==> src/rtl/layer_sequencer_pkg.sv <==
// Shared definitions for the layer sequencer and the instruction decoder:
// instruction field widths, opcode constants, the sequencer state type and
// an opcode extraction helper.
package layer_sequencer_pkg;

    localparam int INSTRUCTION_LENGTH = 10;
    localparam int OPCODE_LENGTH      = 3;
    localparam int ADDR_LENGTH        = 7;

    localparam int DEFAULT_PC_W  = 8;
    localparam int DEFAULT_CNT_W = 16;

    localparam logic [OPCODE_LENGTH-1:0] OP_NOP   = 3'b000;
    localparam logic [OPCODE_LENGTH-1:0] OP_STORE = 3'b001;
    localparam logic [OPCODE_LENGTH-1:0] OP_LOAD  = 3'b010;
    localparam logic [OPCODE_LENGTH-1:0] OP_ACC0  = 3'b100;
    localparam logic [OPCODE_LENGTH-1:0] OP_ACCI  = 3'b110;
    localparam logic [OPCODE_LENGTH-1:0] OP_STOP  = 3'b111;

    typedef enum logic [1:0] {
        ST_IDLE      = 2'd0,
        ST_RUN       = 2'd1,
        ST_WAIT_LOAD = 2'd2,
        ST_DONE      = 2'd3
    } seq_state_t;

    function automatic logic [OPCODE_LENGTH-1:0] opcode_of(
        input logic [INSTRUCTION_LENGTH-1:0] instr
    );
        return instr[OPCODE_LENGTH+ADDR_LENGTH-1:ADDR_LENGTH];
    endfunction

endpackage

==> src/rtl/layer_sequencer_if.sv <==
// Instruction-path bundle between the layer sequencer (master) and the
// instruction memory / decoder / load unit side (slave).
//   imem_en, imem_addr : memory read request (master -> slave)
//   imem_rdata         : memory read data, one cycle after imem_en
//   instr_out          : instruction handed to the decoder, zero when idle
//   load_rsp_vld       : load-unit completion pulse for the outstanding LOAD
interface layer_sequencer_if #(
    parameter int PC_W = layer_sequencer_pkg::DEFAULT_PC_W
) ();
    logic                                              imem_en;
    logic [PC_W-1:0]                                   imem_addr;
    logic [layer_sequencer_pkg::INSTRUCTION_LENGTH-1:0] imem_rdata;
    logic [layer_sequencer_pkg::INSTRUCTION_LENGTH-1:0] instr_out;
    logic                                              load_rsp_vld;

    modport master (
        output imem_en,
        output imem_addr,
        output instr_out,
        input  imem_rdata,
        input  load_rsp_vld
    );

    modport slave (
        input  imem_en,
        input  imem_addr,
        input  instr_out,
        output imem_rdata,
        output load_rsp_vld
    );
endinterface

==> src/rtl/layer_sequencer.sv <==
// Layer sequencer: streams one aggregation layer's instructions from the
// synchronous instruction memory to the decoder, one per cycle, stalling on
// LOAD until the load unit responds and ending the layer on STOP.
//
// Ports:
//   clk, rst_n  : clock, asynchronous active-low reset
//   start       : one-cycle pulse, accepted only in IDLE
//   base_pc     : first instruction address, sampled with start
//   busy        : high in every state except IDLE
//   layer_done  : registered one-cycle pulse after STOP is presented
//   instr_cnt   : instructions presented since the last accepted start (saturating)
//   bus         : instruction memory / decoder / load-unit interface (master)
//
// state     | meaning
// ----------+-----------------------------------------------------------
// IDLE      | waiting for start; no fetch
// RUN       | fetching and presenting one instruction per cycle
// WAIT_LOAD | LOAD presented; fetch halted until load_rsp_vld
// DONE      | STOP presented; layer_done pulses, back to IDLE next cycle
module layer_sequencer
    import layer_sequencer_pkg::*;
#(
    parameter int PC_W  = DEFAULT_PC_W,
    parameter int CNT_W = DEFAULT_CNT_W
) (
    input  logic             clk,
    input  logic             rst_n,
    input  logic             start,
    input  logic [PC_W-1:0]  base_pc,
    output logic             busy,
    output logic             layer_done,
    output logic [CNT_W-1:0] instr_cnt,
    layer_sequencer_if.master bus
);

    seq_state_t state, state_nxt;

    logic [PC_W-1:0]          pc;
    logic                     rd_vld;
    logic                     present;
    logic [OPCODE_LENGTH-1:0] rd_op;
    logic                     is_load;
    logic                     is_stop;

    assign rd_op   = opcode_of(bus.imem_rdata);
    assign is_load = rd_vld && (rd_op == OP_LOAD);
    assign is_stop = rd_vld && (rd_op == OP_STOP);

    always_comb begin
        state_nxt     = state;
        bus.imem_en   = 1'b0;
        bus.instr_out = '0;
        present       = 1'b0;
        case (state)
            ST_IDLE: begin
                if (start) state_nxt = ST_RUN;
            end
            ST_RUN: begin
                present       = rd_vld;
                bus.instr_out = rd_vld ? bus.imem_rdata : '0;
                // Squash the fetch when LOAD/STOP is on the read port so that
                // nothing is in flight once the stream stalls or ends.
                bus.imem_en   = !(is_load || is_stop);
                if (is_load)      state_nxt = ST_WAIT_LOAD;
                else if (is_stop) state_nxt = ST_DONE;
            end
            ST_WAIT_LOAD: begin
                if (bus.load_rsp_vld) state_nxt = ST_RUN;
            end
            ST_DONE: begin
                state_nxt = ST_IDLE;
            end
            default: begin
                state_nxt = ST_IDLE;
            end
        endcase
    end

    always_ff @(posedge clk or negedge rst_n) begin
        if (!rst_n) state <= ST_IDLE;
        else        state <= state_nxt;
    end

    always_ff @(posedge clk or negedge rst_n) begin
        if (!rst_n) begin
            pc         <= '0;
            rd_vld     <= 1'b0;
            layer_done <= 1'b0;
            instr_cnt  <= '0;
        end else begin
            // imem_en is only ever high in RUN, so this also clears rd_vld
            // in every other state.
            rd_vld     <= bus.imem_en;
            layer_done <= (state == ST_RUN) && is_stop;

            if ((state == ST_IDLE) && start) begin
                pc        <= base_pc;
                instr_cnt <= '0;
            end else begin
                if (bus.imem_en) pc <= pc + PC_W'(1);
                if (present && (instr_cnt != {CNT_W{1'b1}}))
                    instr_cnt <= instr_cnt + CNT_W'(1);
            end
        end
    end

    assign busy          = (state != ST_IDLE);
    assign bus.imem_addr = pc;

endmodule

==> src/flat_wrapper.sv <==
// flat-port wrapper written by rule: the top's interface ports become plain ports
module layer_sequencer_flat import layer_sequencer_pkg::*;
#(
    parameter int PC_W  = DEFAULT_PC_W,
    parameter int CNT_W = DEFAULT_CNT_W
)
  (clk, rst_n, start, base_pc, busy, layer_done, instr_cnt, bus_imem_en, bus_imem_addr, bus_instr_out, bus_imem_rdata, bus_load_rsp_vld);
  layer_sequencer_if #(.PC_W(PC_W)) bus_i ();
  input  logic clk;
  input  logic rst_n;
  input  logic start;
  input  logic [PC_W-1:0] base_pc;
  output logic busy;
  output logic layer_done;
  output logic [CNT_W-1:0] instr_cnt;
  output wire logic [$bits(bus_i.imem_en)-1:0] bus_imem_en;
  output wire logic [$bits(bus_i.imem_addr)-1:0] bus_imem_addr;
  output wire logic [$bits(bus_i.instr_out)-1:0] bus_instr_out;
  input wire logic [$bits(bus_i.imem_rdata)-1:0] bus_imem_rdata;
  input wire logic [$bits(bus_i.load_rsp_vld)-1:0] bus_load_rsp_vld;
  assign bus_imem_en = bus_i.imem_en;
  assign bus_imem_addr = bus_i.imem_addr;
  assign bus_instr_out = bus_i.instr_out;
  assign bus_i.imem_rdata = bus_imem_rdata;
  assign bus_i.load_rsp_vld = bus_load_rsp_vld;
  layer_sequencer #(.PC_W(PC_W), .CNT_W(CNT_W)) u_core (.clk(clk), .rst_n(rst_n), .start(start), .base_pc(base_pc), .busy(busy), .layer_done(layer_done), .instr_cnt(instr_cnt), .bus(bus_i));
endmodule
==> config.mk <==
export PLATFORM = sky130hd
export DESIGN_NAME = layer_sequencer_flat
export DESIGN_NICKNAME = d
export VERILOG_FILES = /design/src/rtl/layer_sequencer_pkg.sv /design/src/rtl/layer_sequencer_if.sv /design/src/rtl/layer_sequencer.sv /design/src/flat_wrapper.sv
export SDC_FILE = /design/constraint.sdc
export NUM_CORES = 1
export LEC_CHECK = 0
export ABC_AREA = 1
export BUFFER_PORTS_ARGS = -buffer_cell sky130_fd_sc_hd__buf_4
export CAP_MARGIN = 20
export CORE_MARGIN = 5
export CORE_UTILIZATION = 51
export DETAILED_ROUTE_END_ITERATION = 8
export PLACE_DENSITY = 0.8
export SYNTH_ARGS = -nofsm -noshare
export SYNTH_HDL_FRONTEND = slang
export SYNTH_SLANG_ARGS = --single-unit
==> constraint.sdc <==
create_clock -name clk -period 2.4 [get_ports clk]
set_clock_uncertainty 0.2 [all_clocks]
set_input_delay 0 -clock clk [delete_from_list [all_inputs] [get_ports clk]]
set_output_delay 0 -clock clk [all_outputs]
set_load 0.05 [all_outputs]
==> results of run 1 <==
[cells in the mapped netlist]
| cell type | instances |
|---|---|
| or2_2 | 5 |
| nand2_1 | 103 |
| or2_1 | 1 |
| a31oi_1 | 1 |
| nand2_2 | 2 |
| inv_2 | 3 |
| a21oi_1 | 1 |
| nor2_4 | 1 |
| o21ai_0 | 3 |
| o21bai_4 | 1 |
| ha_1 | 2 |
| nand2_4 | 1 |
| xor2_1 | 4 |
| xnor2_1 | 1 |
| nor2_2 | 5 |
| o21bai_1 | 2 |
| nand3_1 | 46 |
| buf_2 | 5 |
| buf_6 | 1 |
| inv_1 | 20 |
| clkbuf_1 | 1 |
| o21ai_1 | 1 |
| nor2_1 | 32 |
| nand4_1 | 4 |
| dfrtp_1 | 28 |
[logic make-up after synthesis]
group	count (synthesis)	share of synthesized area (%)
buffers and inverters	30	6.92
AOI/OAI and AO/OA	9	3.56
adders and majority gates	2	1.37
DFF	28	38.4
and+or+nand+nor	200	47.4
xor gates and xnor gates	5	2.40
[worst max-delay path: stages, from the launching register on]
cell and delay [ns]:
dfrtp_1 0.53, nand2_1 0.12, inv_1 0.05, nand3_1 0.08
nand3_1 0.25, inv_1 0.21, buf_4 0.23
[flip-flops by register name, indices dropped and copies added, names as in the netlist]
register and cells:
u_core.instr_cnt 16, u_core.bus.imem_addr 8, u_core.state 2, u_core.layer_done 1
u_core.rd_vld 1
[area by class of cell]
cell class | count | area (um2) | share of cell area, %
Multi-Input combinational cell | 216 | 1000 | 40.1
Sequential cell | 28 | 701 | 28.1
Timing Repair Buffer | 75 | 611 | 24.5
Inverter | 23 | 86.3 | 3.47
Tap cell | 46 | 57.6 | 2.31
Clock buffer | 4 | 36.3 | 1.46
[per-stage QoR]
stage | hold WS (ns) | cell area (um2) | instances
detailed placement | -0.255 | 2290 | 373
global placement | -0.258 | 2290 | 373
global route | 0.117 | 2490 | 392
floorplan | -0.496 | 1830 | 274
CTS | 0.0371 | 2490 | 392
finish | 0.0817 | 2490 | 392
[worst paths after layout]
path	startpoint	to	slack (ns)	cells past startpoint
min in group asynchronous	rst_n	u_core.instr_cnt[15]$_DFFE_PN0P_	0.46	4
worst min register to register	u_core.bus.imem_addr[1]$_DFFE_PN0P_	u_core.bus.imem_addr[1]$_DFFE_PN0P_	0.37	2
worst max-delay path	u_core.rd_vld$_DFF_PN0_	bus_imem_en	0.40	6
worst min-delay path	start	u_core.bus.imem_addr[5]$_DFFE_PN0P_	0.08	4
max in group asynchronous	rst_n	u_core.instr_cnt[1]$_DFFE_PN0P_	1.38	4
worst max register to register	u_core.instr_cnt[0]$_DFFE_PN0P_	u_core.instr_cnt[8]$_DFFE_PN0P_	0.48	9
[power groups by stage]
stage,Clock (mW),Combinational (mW),Sequential [mW]
after detailed placement,0,1.39,0.728
after floorplan,0,0.778,0.968
final,0.239,1.44,0.723
after global placement,0,1.38,0.731
after global routing,0.265,1.57,0.748
after CTS,0.247,1.44,0.720
[what timing repair did]
item | CTS | global route
setup buffers | 0 | 0
endpoints found under the hold margin | 39 | 0
hold buffers | 15 | 0
[layer usage]
layer | global-route usage, % | vias to the layer above
li1 | - | 1019
met1 | 24.9 | 911
met2 | 37.5 | 49
met3 | 5.16 | 8
met4 | 3.62 | 0
met5 | 0 | -
[layout by cell type, fill, tap and decap left out]
cell type	Yosys	layout
a21oi_1	1	1
a31oi_1	1	1
buf_12	0	1
buf_4	0	60
clkbuf_4	0	3
clkbuf_8	0	1
dfrtp_1	28	28
dlygate4sd3_1	0	14
ha_1	2	2
inv_1	20	20
inv_2	3	3
nand2_1	103	103
nand2_2	2	2
nand2_4	1	1
nand3_1	46	46
nand4_1	4	4
nor2_1	32	32
nor2_2	5	5
nor2_4	1	1
o21ai_0	3	3
o21ai_1	1	1
o21bai_1	2	2
o21bai_4	1	1
or2_1	1	1
or2_2	5	5
xnor2_1	1	1
xor2_1	4	4
==> impl_metrics.py, run 1 <==
metrics = {
    "yosys": {
        "syn_area_per_cell_um2": 6.67,
        "yosys_warnings": 0,
        "synth-seq-cells": 28,
        "synth_area_leaders": "dfrtp_1, nand2_1, nand3_1, nor2_1, inv_1",
        "synth.distinct_cells": 25,
        "yosys.area.top_type": "dfrtp_1",
        "synth.net_count": 298,
        "syn_area_um2": 1830,
        "synthCells": 274,
        "seq_area_frac_synth_pct": 38.4,
        "yosysTopAreaCellShare_pct": 38.4,
    },
    "clocking": {
        "tritoncts": "done",
        "cts.repair.resized": 0,
        "cts_made_buffers": 3,
        "clock_latency_ns": 0.33,
        "clock_path_buffers": 2,
        "h-tree-depth": 1,
        "cts-root-buf": "clkbuf_4",
        "clk_pin_slew_ns": 0.16,
        "numClockSinks": 28,
    },
    "setup_path": {
        "cp-start-kind": "register",
        "crit_fanout": 11,
        "cp.required_ns": 2.20,
        "cp.arrival_ns": 1.80,
        "worstSetupPathType": "reg2out",
        "cp-end-kind": "output pin",
    },
    "power_and_ir_drop": {
        "switchingPower_mw": 1.28,
        "combPwrFrac_pct": 60.0,
        "p_int_mw": 1.12,
        "swShare_pct": 53.3,
        "vdd_drop_max_uv": 779,
        "total_power_mw": 2.40,
        "seqPwrFrac_pct": 30.1,
        "p_leak_nw": 1.34,
        "pwr-share-clk_pct": 10.0,
        "p_per_area_nw_per_um2": 964,
    },
    "routing": {
        "drtPass1Iterations": 4,
        "via_per_inst": 5.07,
        "antenna_left": 0,
        "wl_met3_um": 259,
        "routedWlPerCell_um": 12.3,
        "wl_met1_um": 2020,
        "drc": 0,
        "wirelength_um": 4810,
        "dr_wl_met2_um": 2460,
        "vias": 1987,
        "drt_iter0_markers": 149,
        "top_layer_used": "met4",
    },
    "grt": {
        "grt_pass1_wl_um": 8580,
        "grt_max_degree": 29,
        "overflow": 0,
        "grt_pass1_vias": 1907,
        "grt_use_total_pct": 20.7,
        "antenna_found_initial": 0,
    },
    "finish": {
        "area_delta_synth_final_pct": 36.4,
        "fillers": 273,
        "diodes": 0,
        "drive_above_1_share_pct": 24.0,
        "fin_util_pct": 73.5,
        "nNetsFinal": 371,
    },
    "flow_run": {
        "cap_violations": 0,
    },
    "min_path": {
        "hold_class": "in2reg",
    },
    "sta": {
        "setup_viol_count_final": 0,
        "max_freq_ghz": 0.499,
        "setup_slack_ns": 0.396,
        "post-route-period-util_pct": 83.5,
        "finalHoldViolCount": 0,
        "setup_tns_ns": 0,
        "rsz0062_at_grt": "false",
        "finalCriticalPeriod_ns": 2.00,
        "worst_slew_pin_slew_ns": 0.406,
        "slew_viol_final": 0,
        "slew_headroom_pct": 72.9,
    },
    "floorplanning": {
        "io_pins": 59,
        "rows": 21,
        "design.core.area_um2": 3390,
        "dieArea_um2": 4880,
        "die_w_um": 69.9,
        "die_h_um": 69.9,
        "start_util_pct": 53.9,
    },
    "placement": {
        "io_buffers": 58,
        "pre_cts_slack_ns": 0.509,
        "place_congestion": 0.783,
        "dpl.hpwl_um": 3350,
    },
    "outcome": {
        "status": "completed",
    },
}
Power figures use the tool's default switching activity.
==> run 2: changes to the inputs <==
==> constraint.sdc (replaced) <==
create_clock -name clk -period 1.9 [get_ports clk]
set_clock_uncertainty 0.2 [all_clocks]
set_input_delay 0 -clock clk [delete_from_list [all_inputs] [get_ports clk]]
set_output_delay 0 -clock clk [all_outputs]
set_load 0.05 [all_outputs]
==> run 2 against run 1 <==
Core utilization increased by 2.5 points. Routed wire length down 1.6%. Flip-flop and latch count is the same. Final cell count increased by 1.5%. Total power is 31% higher. Clock power up 21%. Critical endpoint is now u_core.layer_done$_DFF_PN0_. Largest cell class unchanged.
==> impl_metrics.py, run 2 (synthesis gave the netlist of run 1 again) <==
metrics = {
    "setup_path": {
        "cp.arrival_ns": 1.83,
        "cp-end-kind": "register",
        "worstSetupPathType": "reg2reg",
        "cp.required_ns": 1.93,
        "crit_fanout": 11,
        "cp-start-kind": "register",
    },
    "placement": {
        "io_buffers": 58,
        "dpl.hpwl_um": 3420,
        "placed_area_um2": 2330,
        "place_congestion": 0.827,
        "pre_cts_slack_ns": 0.129,
    },
    "power_and_ir_drop": {
        "p_leak_nw": 1.38,
        "p_per_area_nw_per_um2": 1220,
        "total_power_mw": 3.15,
        "vdd_drop_max_uv": 1140,
    },
    "finish": {
        "diodes": 0,
        "drive_above_1_share_pct": 25.6,
        "area_delta_synth_final_pct": 41.0,
        "top_register": "u_core.instr_cnt",
        "final_cell_mix": "nand2_1, buf_4, nand3_1",
        "fin_util_pct": 76.0,
        "nNetsFinal": 377,
        "final_common_cell": "nand2_1",
        "finalInstanceArea_um2": 2580,
        "largest_register_ffs": 16,
    },
    "routing": {
        "drt_iter0_markers": 81,
        "vias": 1988,
        "antenna_left": 0,
        "wirelength_um": 4740,
        "drtPass1Iterations": 4,
        "routedWlPerCell_um": 11.9,
        "via_per_inst": 4.99,
        "drc": 0,
    },
    "clocking": {
        "clk_pin_slew_ns": 0.14,
        "cts_made_buffers": 3,
        "h-tree-depth": 1,
        "numClockSinks": 28,
        "tritoncts": "done",
        "clock_path_buffers": 2,
        "cts-root-buf": "clkbuf_4",
        "clock_latency_ns": 0.33,
    },
    "floorplanning": {
        "die_h_um": 69.9,
        "dieArea_um2": 4880,
        "io_pins": 59,
        "design.core.area_um2": 3390,
        "die_w_um": 69.9,
        "start_util_pct": 53.9,
        "rows": 21,
    },
    "sta": {
        "max_freq_ghz": 0.553,
        "holdWs_ns": 0.118,
        "worst_slew_pin_slew_ns": 0.307,
        "setup_viol_count_final": 0,
        "setup_slack_ns": 0.0911,
        "finalHoldViolCount": 0,
        "finalCriticalPeriod_ns": 1.81,
        "post-route-period-util_pct": 95.2,
        "rsz0062_at_grt": "true",
        "slew_headroom_pct": 79.5,
        "slew_viol_final": 0,
    },
    "grt": {
        "grt_pass1_vias": 1923,
        "grt_use_total_pct": 20.3,
        "antenna_found_initial": 0,
        "grt_pass1_wl_um": 8440,
        "overflow": 0,
        "grt_max_degree": 29,
    },
    "min_path": {
        "hold_class": "in2reg",
    },
    "flow_run": {
        "cap_violations": 0,
    },
    "outcome": {
        "status": "completed",
    },
}
[run 2: repair_timing]
action / in CTS / in global routing
setup endpoints to repair: 0 / 18
buffers inserted: 0 / 1
gates resized for setup: 0 / 2
hold buffers: 16 / 1
hold endpoints to repair: 40 / 4
[run 2: report_power, final]
group	internal [mW]	switching (mW)	total (mW)	leakage, nW
logic	0.655	1.30	1.96	0.991
clock network	0.117	0.173	0.290	0.0210
registers	0.736	0.166	0.901	0.366
[run 2: worst max-delay path: stages, from the launching register on]
cell	delay (ns)
dfrtp_1	0.40
inv_1	0.14
nor2_4	0.06
inv_1	0.25
nor2_1	0.10
dlygate4sd3_1	0.57
[run 2: metal layers]
metal	up-vias	global-route usage [%]	wire length (um)
met3	6	4.16	196
met4	0	2.13	40
met1	917	25.5	2070
met5	-	0	0
li1	1026	-	-
met2	39	36.9	2430
[run 2: final cells by class]
class,count,area (um2)
repair buffers,81,686
flip-flops and latches,28,703
clock buffers,4,36.3
multi-input cells,216,1010
inverters,23,86.3
fillers,271,813
well taps,46,57.6
[run 2: final timing paths]
check                                                     from                                   to  slack, ns  depth (start not counted)
max                                u_core.state[0]$_DFFE_PN0P_          u_core.layer_done$_DFF_PN0_       0.09                          5
max reg2reg                        u_core.state[0]$_DFFE_PN0P_          u_core.layer_done$_DFF_PN0_       0.09                          5
min in group asynchronous                                rst_n      u_core.instr_cnt[8]$_DFFE_PN0P_       0.45                          4
min reg2reg                u_core.bus.imem_addr[1]$_DFFE_PN0P_  u_core.bus.imem_addr[1]$_DFFE_PN0P_       0.36                          2
min                                          bus_imem_rdata[8]              u_core.rd_vld$_DFF_PN0_       0.12                          7
max in group asynchronous                                rst_n      u_core.instr_cnt[1]$_DFFE_PN0P_       0.87                          4
[run 2: metrics by stage]
| stage | setup TNS [ns] | cells |
|---|---|---|
| after CTS | 0 | 396 |
| final | 0 | 398 |
| after floorplan | 0 | 274 |
| after detailed placement | 0 | 376 |
| after global placement | 0 | 376 |
| after global routing | -0.0155 | 398 |
